### config.mk
export PLATFORM = sky130hd
export DESIGN_NAME = dbus_arbiter
export DESIGN_NICKNAME = d
export VERILOG_FILES = /design/src/rtl/dbus_arbiter.sv
export SDC_FILE = /design/constraint.sdc
export NUM_CORES = 1
export LEC_CHECK = 0
export CORE_MARGIN = 4
export CORE_UTILIZATION = 44
export DETAILED_ROUTE_END_ITERATION = 8
export PLACE_DENSITY = 0.8
export RECOVER_POWER = 50
export SLEW_MARGIN = 5
export SYNTH_ARGS = -nofsm -noshare
export SYNTH_HDL_FRONTEND = slang
export SYNTH_SLANG_ARGS = --single-unit
export TNS_END_PERCENT = 20
### constraint.sdc
create_clock -name clk -period 2.58 [get_ports clk]
set_input_delay 0.774 -clock clk [delete_from_list [all_inputs] [get_ports clk]]
set_output_delay 0.774 -clock clk [all_outputs]
set_load 0.01 [all_outputs]
### src/rtl/dbus_arbiter.sv
// Data-bus arbiter: round-robin requester grant with frame timeout,
// snoop-writeback priority and a one-cycle bus turnaround between owners.
// Ports:
//   clk, reset_n             - clock, asynchronous active-low reset
//   req[NREQ]                - level-sensitive bus requests
//   frame, data_last         - granted master's transfer active / last beat
//   snoop, hit_modified      - snoop hit on a modified line (queues writeback)
//   wb_done                  - writeback complete
//   grant[NREQ], dgrant      - registered one-hot grant and its OR
//   dbus_enb, dbusy_n        - data bus driver enable, active-low busy flag
//   writeback, time_out      - writeback in progress, one-cycle timeout pulse
module dbus_arbiter #(
  parameter int unsigned NREQ = 4,
  parameter int unsigned TMO  = 15
) (
  input  logic            clk,
  input  logic            reset_n,
  input  logic [NREQ-1:0] req,
  input  logic            frame,
  input  logic            data_last,
  input  logic            snoop,
  input  logic            hit_modified,
  input  logic            wb_done,
  output logic [NREQ-1:0] grant,
  output logic            dgrant,
  output logic            dbus_enb,
  output logic            dbusy_n,
  output logic            writeback,
  output logic            time_out
);

  localparam int unsigned IW = (NREQ > 1) ? $clog2(NREQ) : 1;
  localparam int unsigned XW = IW + 1;
  localparam int unsigned CW = 8;

  localparam logic [2:0] S_IDLE    = 3'd0;
  localparam logic [2:0] S_GRANT   = 3'd1;
  localparam logic [2:0] S_XFER    = 3'd2;
  localparam logic [2:0] S_WB      = 3'd3;
  localparam logic [2:0] S_RECOVER = 3'd4;

  logic [2:0]      r_state, w_state_nxt;
  logic [IW-1:0]   r_ptr, w_ptr_nxt;
  logic [IW-1:0]   r_idx, w_idx_nxt;
  logic [CW-1:0]   r_cnt, w_cnt_nxt;
  logic            r_wb_pend, w_wb_pend_nxt;
  logic [NREQ-1:0] r_grant, w_grant_nxt;
  logic            r_dgrant, r_dbus_enb, r_dbusy_n, r_writeback, r_time_out;
  logic            w_time_out_nxt, w_wb_clr;
  logic            w_found;
  logic [IW-1:0]   w_sel;
  logic [XW-1:0]   w_cand;
  logic [IW-1:0]   w_ptr_inc;

  // Round-robin search: first requester at or after ptr, wrapping.
  always_comb begin
    w_found = 1'b0;
    w_sel   = '0;
    w_cand  = '0;
    for (int unsigned i = 0; i < NREQ; i++) begin
      w_cand = XW'(r_ptr) + XW'(i);
      if (w_cand >= XW'(NREQ)) w_cand = w_cand - XW'(NREQ);
      if (!w_found && req[w_cand[IW-1:0]]) begin
        w_found = 1'b1;
        w_sel   = w_cand[IW-1:0];
      end
    end
  end

  assign w_ptr_inc = (r_idx == IW'(NREQ - 1)) ? '0 : r_idx + IW'(1);

  // Next-state and next-output logic.
  always_comb begin
    w_state_nxt    = r_state;
    w_ptr_nxt      = r_ptr;
    w_idx_nxt      = r_idx;
    w_cnt_nxt      = '0;
    w_time_out_nxt = 1'b0;
    w_wb_clr       = 1'b0;
    w_grant_nxt    = '0;

    case (r_state)
      S_IDLE: begin
        if (r_wb_pend) begin
          w_state_nxt = S_WB;
          w_wb_clr    = 1'b1;
        end else if (w_found) begin
          w_state_nxt = S_GRANT;
          w_idx_nxt   = w_sel;
        end
      end
      S_GRANT: begin
        // frame wins over a simultaneous timeout
        if (frame) begin
          w_state_nxt = S_XFER;
        end else if (!req[r_idx]) begin
          w_state_nxt = S_RECOVER;
          w_ptr_nxt   = w_ptr_inc;
        end else if (r_cnt == CW'(TMO - 1)) begin
          w_state_nxt    = S_RECOVER;
          w_time_out_nxt = 1'b1;
          w_ptr_nxt      = w_ptr_inc;
        end else begin
          w_cnt_nxt = r_cnt + CW'(1);
        end
      end
      S_XFER: begin
        if (data_last) begin
          w_state_nxt = S_RECOVER;
          w_ptr_nxt   = w_ptr_inc;
        end
      end
      S_WB: begin
        if (wb_done) w_state_nxt = S_RECOVER;
      end
      S_RECOVER: w_state_nxt = S_IDLE;
      default:   w_state_nxt = S_IDLE;
    endcase

    if (w_state_nxt == S_GRANT || w_state_nxt == S_XFER) w_grant_nxt[w_idx_nxt] = 1'b1;

    // A new hit in the same cycle as entry to WB stays pending.
    w_wb_pend_nxt = (snoop && hit_modified) || (r_wb_pend && !w_wb_clr);
  end

  // State and registered outputs.
  always_ff @(posedge clk or negedge reset_n) begin
    if (!reset_n) begin
      r_state     <= S_IDLE;
      r_ptr       <= '0;
      r_idx       <= '0;
      r_cnt       <= '0;
      r_wb_pend   <= 1'b0;
      r_grant     <= '0;
      r_dgrant    <= 1'b0;
      r_dbus_enb  <= 1'b0;
      r_dbusy_n   <= 1'b1;
      r_writeback <= 1'b0;
      r_time_out  <= 1'b0;
    end else begin
      r_state     <= w_state_nxt;
      r_ptr       <= w_ptr_nxt;
      r_idx       <= w_idx_nxt;
      r_cnt       <= w_cnt_nxt;
      r_wb_pend   <= w_wb_pend_nxt;
      r_grant     <= w_grant_nxt;
      r_dgrant    <= |w_grant_nxt;
      r_dbus_enb  <= (w_state_nxt == S_XFER);
      r_dbusy_n   <= !(w_state_nxt == S_XFER || w_state_nxt == S_WB);
      r_writeback <= (w_state_nxt == S_WB);
      r_time_out  <= w_time_out_nxt;
    end
  end

  assign grant     = r_grant;
  assign dgrant    = r_dgrant;
  assign dbus_enb  = r_dbus_enb;
  assign dbusy_n   = r_dbusy_n;
  assign writeback = r_writeback;
  assign time_out  = r_time_out;

endmodule

==> results of run 1 <==
## through the flow
stage                     util (%)  hold WS (ps)  setup TNS, ps
final                         60.0           547              0
after global routing          60.0           590              0
after CTS                     60.3           546              0
after detailed placement      59.1           524          -1250
after global placement        59.1           516           -624
after floorplan                  -           478              0
## registers in the layout, indices dropped and copies added (netlist names)
| signal | flops |
|---|---|
| writeback | 1 |
| time_out | 1 |
| dbusy_n | 1 |
| r_wb_pend | 1 |
| r_ptr | 2 |
| r_state | 3 |
| dgrant | 1 |
| r_idx | 2 |
| grant | 4 |
| dbus_enb | 1 |
| r_cnt | 8 |
## layer usage
layer  GRT usage [%]  share of wire, %  vias to the layer above
met5               0                 0                        -
met4            7.59               1.9                        0
met3            3.02               4.7                        4
met2            27.0                50                       26
met1            18.7                43                      403
li1                -                 -                      438
## area by class of cell
type | instances | area, um^2 | share of cell area, %
clock buffer | 3 | 22.5 | 1.49
inverter | 7 | 26.3 | 1.74
timing repair buffer | 29 | 262 | 17.3
clock inverter | 1 | 7.51 | 0.496
sequential | 25 | 627 | 41.4
tap | 30 | 37.5 | 2.48
multi-input combinational | 74 | 531 | 35.1
## how the worst min path moves through the flow
stage / start / endpoint / slack [ps]
final: r_cnt[0] / r_cnt[0] / 550
after global routing: r_ptr[0] / r_ptr[0] / 590
after CTS: r_cnt[0] / r_cnt[0] / 550
after detailed placement: r_cnt[3] / r_cnt[3] / 520
after global placement: r_ptr[0] / r_ptr[0] / 520
after floorplan: reset_n / dbus_enb / 480
## report_power, final
part / switching, W / internal [W]
sequential: 0.000100 / 0.000515
combinational: 0.000333 / 0.000384
clock: 0.000115 / 0.0000591
## cells in the final DEF, fill, tap and decap left out, drive strengths merged, types with 2 or more instances in the layout
cell type,synthesis,routed
a21oi,2,2
and2,3,3
buf,0,9
clkbuf,0,4
clkdlybuf4s50,0,17
dfrtp,24,24
dlygate4sd3,0,2
ha,3,3
inv,7,7
mux2,2,2
mux2i,2,2
nand2,7,7
nand4,3,3
nor2,13,13
nor3,4,4
nor3b,2,2
nor4b,2,2
o211ai,2,2
o21ai,5,5
o21bai,2,2
xnor2,2,2
xor2,5,5
## critical path: stages
cell             delay, ps
clkdlybuf4s50_1        500
mux4_2                 520
and2_4                 170
a211o_4                360
xnor2_4                160
nor3_1                 220
## kinds of logic (layout without fill, tap and decap cells)
| family | after synthesis | after routing |
|---|---|---|
| AND/OR/NAND/NOR | 41 | 41 |
| flip-flops | 25 | 25 |
| AO/OA/AOI/OAI | 18 | 18 |
| XOR/XNOR | 7 | 7 |
| buffers and inverters | 7 | 40 |
| multiplexers | 5 | 5 |
| adder cells (fa/ha/maj) | 3 | 3 |
==> results.cfg, run 1 <==
[final_layout]
fin_nets = 154
antenna_cells = 0
nFillCells = 207
drive_above_1_share_pct = 14.4
post_layout_nonfiller_instances = 169
finalInstanceArea_mm2 = 0.00151
area_growth_pct = 27.4

[place]
gp_congestion = 0.818
dp_hpwl_um = 1860
io_buffer_count = 19
place_area_mm2 = 0.00149
post-place-cells = 165
place_ws_ps = -237

[critical_path]
regToRegEndpoint = grant[1]
critical_path.startpoint_type = input port
cp_max_fo = 6
reg2regPathDepth = 5
endpoint = grant[1]
worstSetupPathType = input port to register
worstSetupStartpoint = req[0]
critPathArrivalTime_ps = 2710
r2r_start = r_idx[1]
required_ps = 2800
reg2reg_setup_slack_ps = 620
end_kind = register

[logic_synthesis]
synth_compound_area_share_pct = 11.7
async_flop_share_pct = 100
synth_xor_xnor_area_share_pct = 6.74
yosys-top-cells-count = 24 x dfrtp_1, 13 x nor2_1, 7 x nand2_1
synth.area.mux_share_pct = 5.48
yosys.area.top_type = dfrtp_1
synth_edf_count = 0
synthCells = 106
synth_top_family_by_area = simple AND/OR/NAND/NOR gates
syn_nets = 120
netlist_area_mm2 = 0.00119
synth-simple-area-share_pct = 17.9
synth_most_common_cell = dfrtp_1
ys_ff_latch = 25
ys_top_cells_by_area = dfrtp_1 51%, nor2_1 4.1%, xor2_1 3.7%
ys_types = 39
avgSynthCellArea_um2 = 11.2
synth_fa_ha_area_share_pct = 3.16
synth-main-ff-cell = dfrtp_1
yosysWarnings = 0
synth_top_cell_area_share_pct = 50.6
seq_area_frac_synth_pct = 52.8

[timing]
finalMaxSlewViolations = 0
finalSetupViolations = 0
max_slew_margin_pct = 46.8
clock_skew_ps = 13.8
min_period_ps = 2490
fmax_mhz = 402
rsz0062_at_grt = false
layout_setup_ws_ps = 93.4
period_share_pct = 96.4
finalHoldViolCount = 0
tightest_slew_ps = 798

[global_route]
antenna_found_initial = 0
groute.usage.overall_pct = 15.7
grt_pass1_wl_um = 4190
first_global_vias = 889
grt_start_max_net_pins = 16
grt.overflow.total = 0

[clock_tree]
cts_num_sinks = 25
cts_tree = built
insertion_delay_ps = 320
h-tree-depth = 1
clockBufferDepth = 2
clk_pin_slew_worst_paths_ps = 140
ctsResizeCount = 0
post-cts-setup-buffer-count = 0
hold_buffers = 0
cts_made_buffers = 3
cts_root_buf = clkbuf_4

[routing]
detailroute.via_count = 871
vias_per_cell = 5.15
first_pass_iters = 4
wl_per_cell_um = 13.8
route.detailed.drc = 0
drt-total-wl_um = 2340
drt_iter0_drc = 25
ant_nets = 0

[die]
ioPinCount = 20
rows = 18
die-area_mm2 = 0.00359
die_h_um = 60.0
fp.dieW_um = 60.0
core_area_mm2 = 0.00252
start_util_pct = 47.1

[power_and_ir_drop]
power_leakage_nw = 0.665
peakVddDrop_v = 0.000870
pwr_density_cell_mw_per_mm2 = 996
power_w = 0.00151

[flow_run]
cap_violations = 0

[outcome]
run_status = completed

[hold_path]
hold_depth = 1
hp-class = register to register
(Power assumes the default switching activity.)
==> run 2: changes to the inputs <==
Settings changed: ABC_AREA from default to 1, CORE_ASPECT_RATIO from default to 0.7, CORE_UTILIZATION 44 to 27, PLACE_DENSITY 0.8 to 0.57.
==> results.cfg, run 2 <==
[outcome]
run_status = completed

[clock_tree]
h-tree-depth = 1
cts_tree = built
post-cts-setup-buffer-count = 0
clk_pin_slew_worst_paths_ps = 90
ctsResizeCount = 0
insertion_delay_ps = 270
hold_buffers = 0
clockBufferDepth = 2
cts_made_buffers = 3
cts_root_buf = clkbuf_8
cts_num_sinks = 25

[global_route]
antenna_found_initial = 0
first_global_vias = 1187
grt_start_max_net_pins = 26
grt_pass1_wl_um = 5690
groute.usage.overall_pct = 9.98
grt.overflow.total = 0

[timing]
finalHoldViolCount = 0
timing.setup.tns_ps = 0
period_share_pct = 83.9
finalMaxSlewViolations = 0
rsz0062_at_grt = false
min_period_ps = 2170
tightest_slew_ps = 1330
max_slew_margin_pct = 11.2
finalSetupViolations = 0
fin_hold_ws_ps = 495
fmax_mhz = 462
clock_skew_ps = 8.31

[die]
die-area_mm2 = 0.00690
die_h_um = 70.7
fp.dieW_um = 97.6
start_util_pct = 28.4
ioPinCount = 20
rows = 22
core_area_mm2 = 0.00534

[critical_path]
cp_max_fo = 4
reg2regPathDepth = 12
required_ps = 2780
reg2reg_setup_slack_ps = 790
critical_path.startpoint_type = input port
worstSetupPathType = input port to register
critPathArrivalTime_ps = 2360
end_kind = register

[logic_synthesis]
avgSynthCellArea_um2 = 7.70
ys_ff_latch = 25
synthCells = 197
yosys-top-cells-count = 59 x nand2_1, 24 x dfrtp_1, 18 x inv_1
synth_most_common_cell = nand2_1
synth_edf_count = 0
synth_top_cell_area_share_pct = 39.6
ys_types = 26
netlist_area_mm2 = 0.00152
yosysWarnings = 0
ys_top_cells_by_area = dfrtp_1 40%, nand2_1 15%, inv_1 4.5%
yosys.area.top_type = dfrtp_1
async_flop_share_pct = 100
seq_area_frac_synth_pct = 41.3
syn_nets = 211
synth-main-ff-cell = dfrtp_1

[routing]
drt_iter0_drc = 46
wl_per_cell_um = 10.6
first_pass_iters = 4
ant_nets = 0
detailroute.via_count = 1237
route.detailed.drc = 0
vias_per_cell = 4.22
drt-total-wl_um = 3120

[final_layout]
largest_reg_flops = 8
layout_commonest_cell = nand2_1
antenna_cells = 0
final_cell_mix = 59 x nand2_1, 24 x dfrtp_1, 18 x inv_1, 16 x clkdlybuf4s50_1, 14 x nor2_1
nFillCells = 568
regMostFlops = r_cnt
drive_above_1_share_pct = 17.6
area_growth_pct = 20.8
fin_nets = 236

[power_and_ir_drop]
peakVddDrop_v = 0.000300
power_w = 0.00183
pwr_density_cell_mw_per_mm2 = 1000
power_leakage_nw = 0.904

[place]
io_buffer_count = 19
dp_hpwl_um = 2520
gp_congestion = 0.797

[hold_path]
hold_depth = 1
hp-class = register to register

[flow_run]
cap_violations = 0
-- run 2: layout make-up --
| cell class | instances | area, um^2 | share of cell area [%] |
|---|---|---|---|
| Sequential cell | 25 | 627 | 34.2 |
| Clock inverter | 1 | 5.00 | 0.273 |
| Clock buffer | 3 | 41.3 | 2.25 |
| Multi-Input combinational cell | 142 | 756 | 41.3 |
| Inverter | 28 | 108 | 5.87 |
| Timing Repair Buffer | 22 | 205 | 11.2 |
| Tap cell | 72 | 90.1 | 4.92 |
-- run 2: final timing paths --
| path | endpoint | from |
|---|---|---|
| max reg2reg | grant[2] | r_ptr[0] |
| max | grant[0] | req[3] |
| max in group asynchronous | r_wb_pend | reset_n |
| min in group asynchronous | r_cnt[2] | reset_n |
| min | r_cnt[0] | r_cnt[0] |
| min reg2reg | r_cnt[0] | r_cnt[0] |
-- run 2: power by group --
part           internal (W)  switching, W
sequential         0.000504     0.0000987
clock              0.000108      0.000120
combinational      0.000371      0.000632
-- run 2: critical path: stages --
cell and delay, ps:
clkdlybuf4s50_1 540, inv_1 80, nand2_1 90, nand3_2 90, nand2_2 120, nor2_4 60
nand3_2 70, nand2_2 70, nor2_1 120, nand2_1 70, nand2_1 80, nand2_1 60
nor2_1 130
-- run 2: logic make-up after synthesis --
logic type      Yosys count  synth area share, %
compound gates           16                 5.28
xor+xnor                  1                0.578
fa+ha+maj                 3                 2.48
buf+inv                  30                 8.83
flops                    25                 41.3
simple gates            122                 41.5
-- run 2: per-stage QoR --
stage	utilization (%)	area [um^2]	worst slack, ps	std cells
after floorplan	-	1520	813	197
after global placement	33.6	1790	146	289
after detailed placement	33.6	1790	142	289
after CTS	34.4	1840	419	293
after global routing	34.3	1830	135	293
final	34.3	1830	414	293
-- run 2: routing by layer --
metal,global-route usage (%),vias to the layer above,routed length [um]
li1,-,669,-
met1,15.2,539,1710
met2,13.9,24,1200
met3,2.36,5,160
met4,2.76,0,40
met5,0,-,0
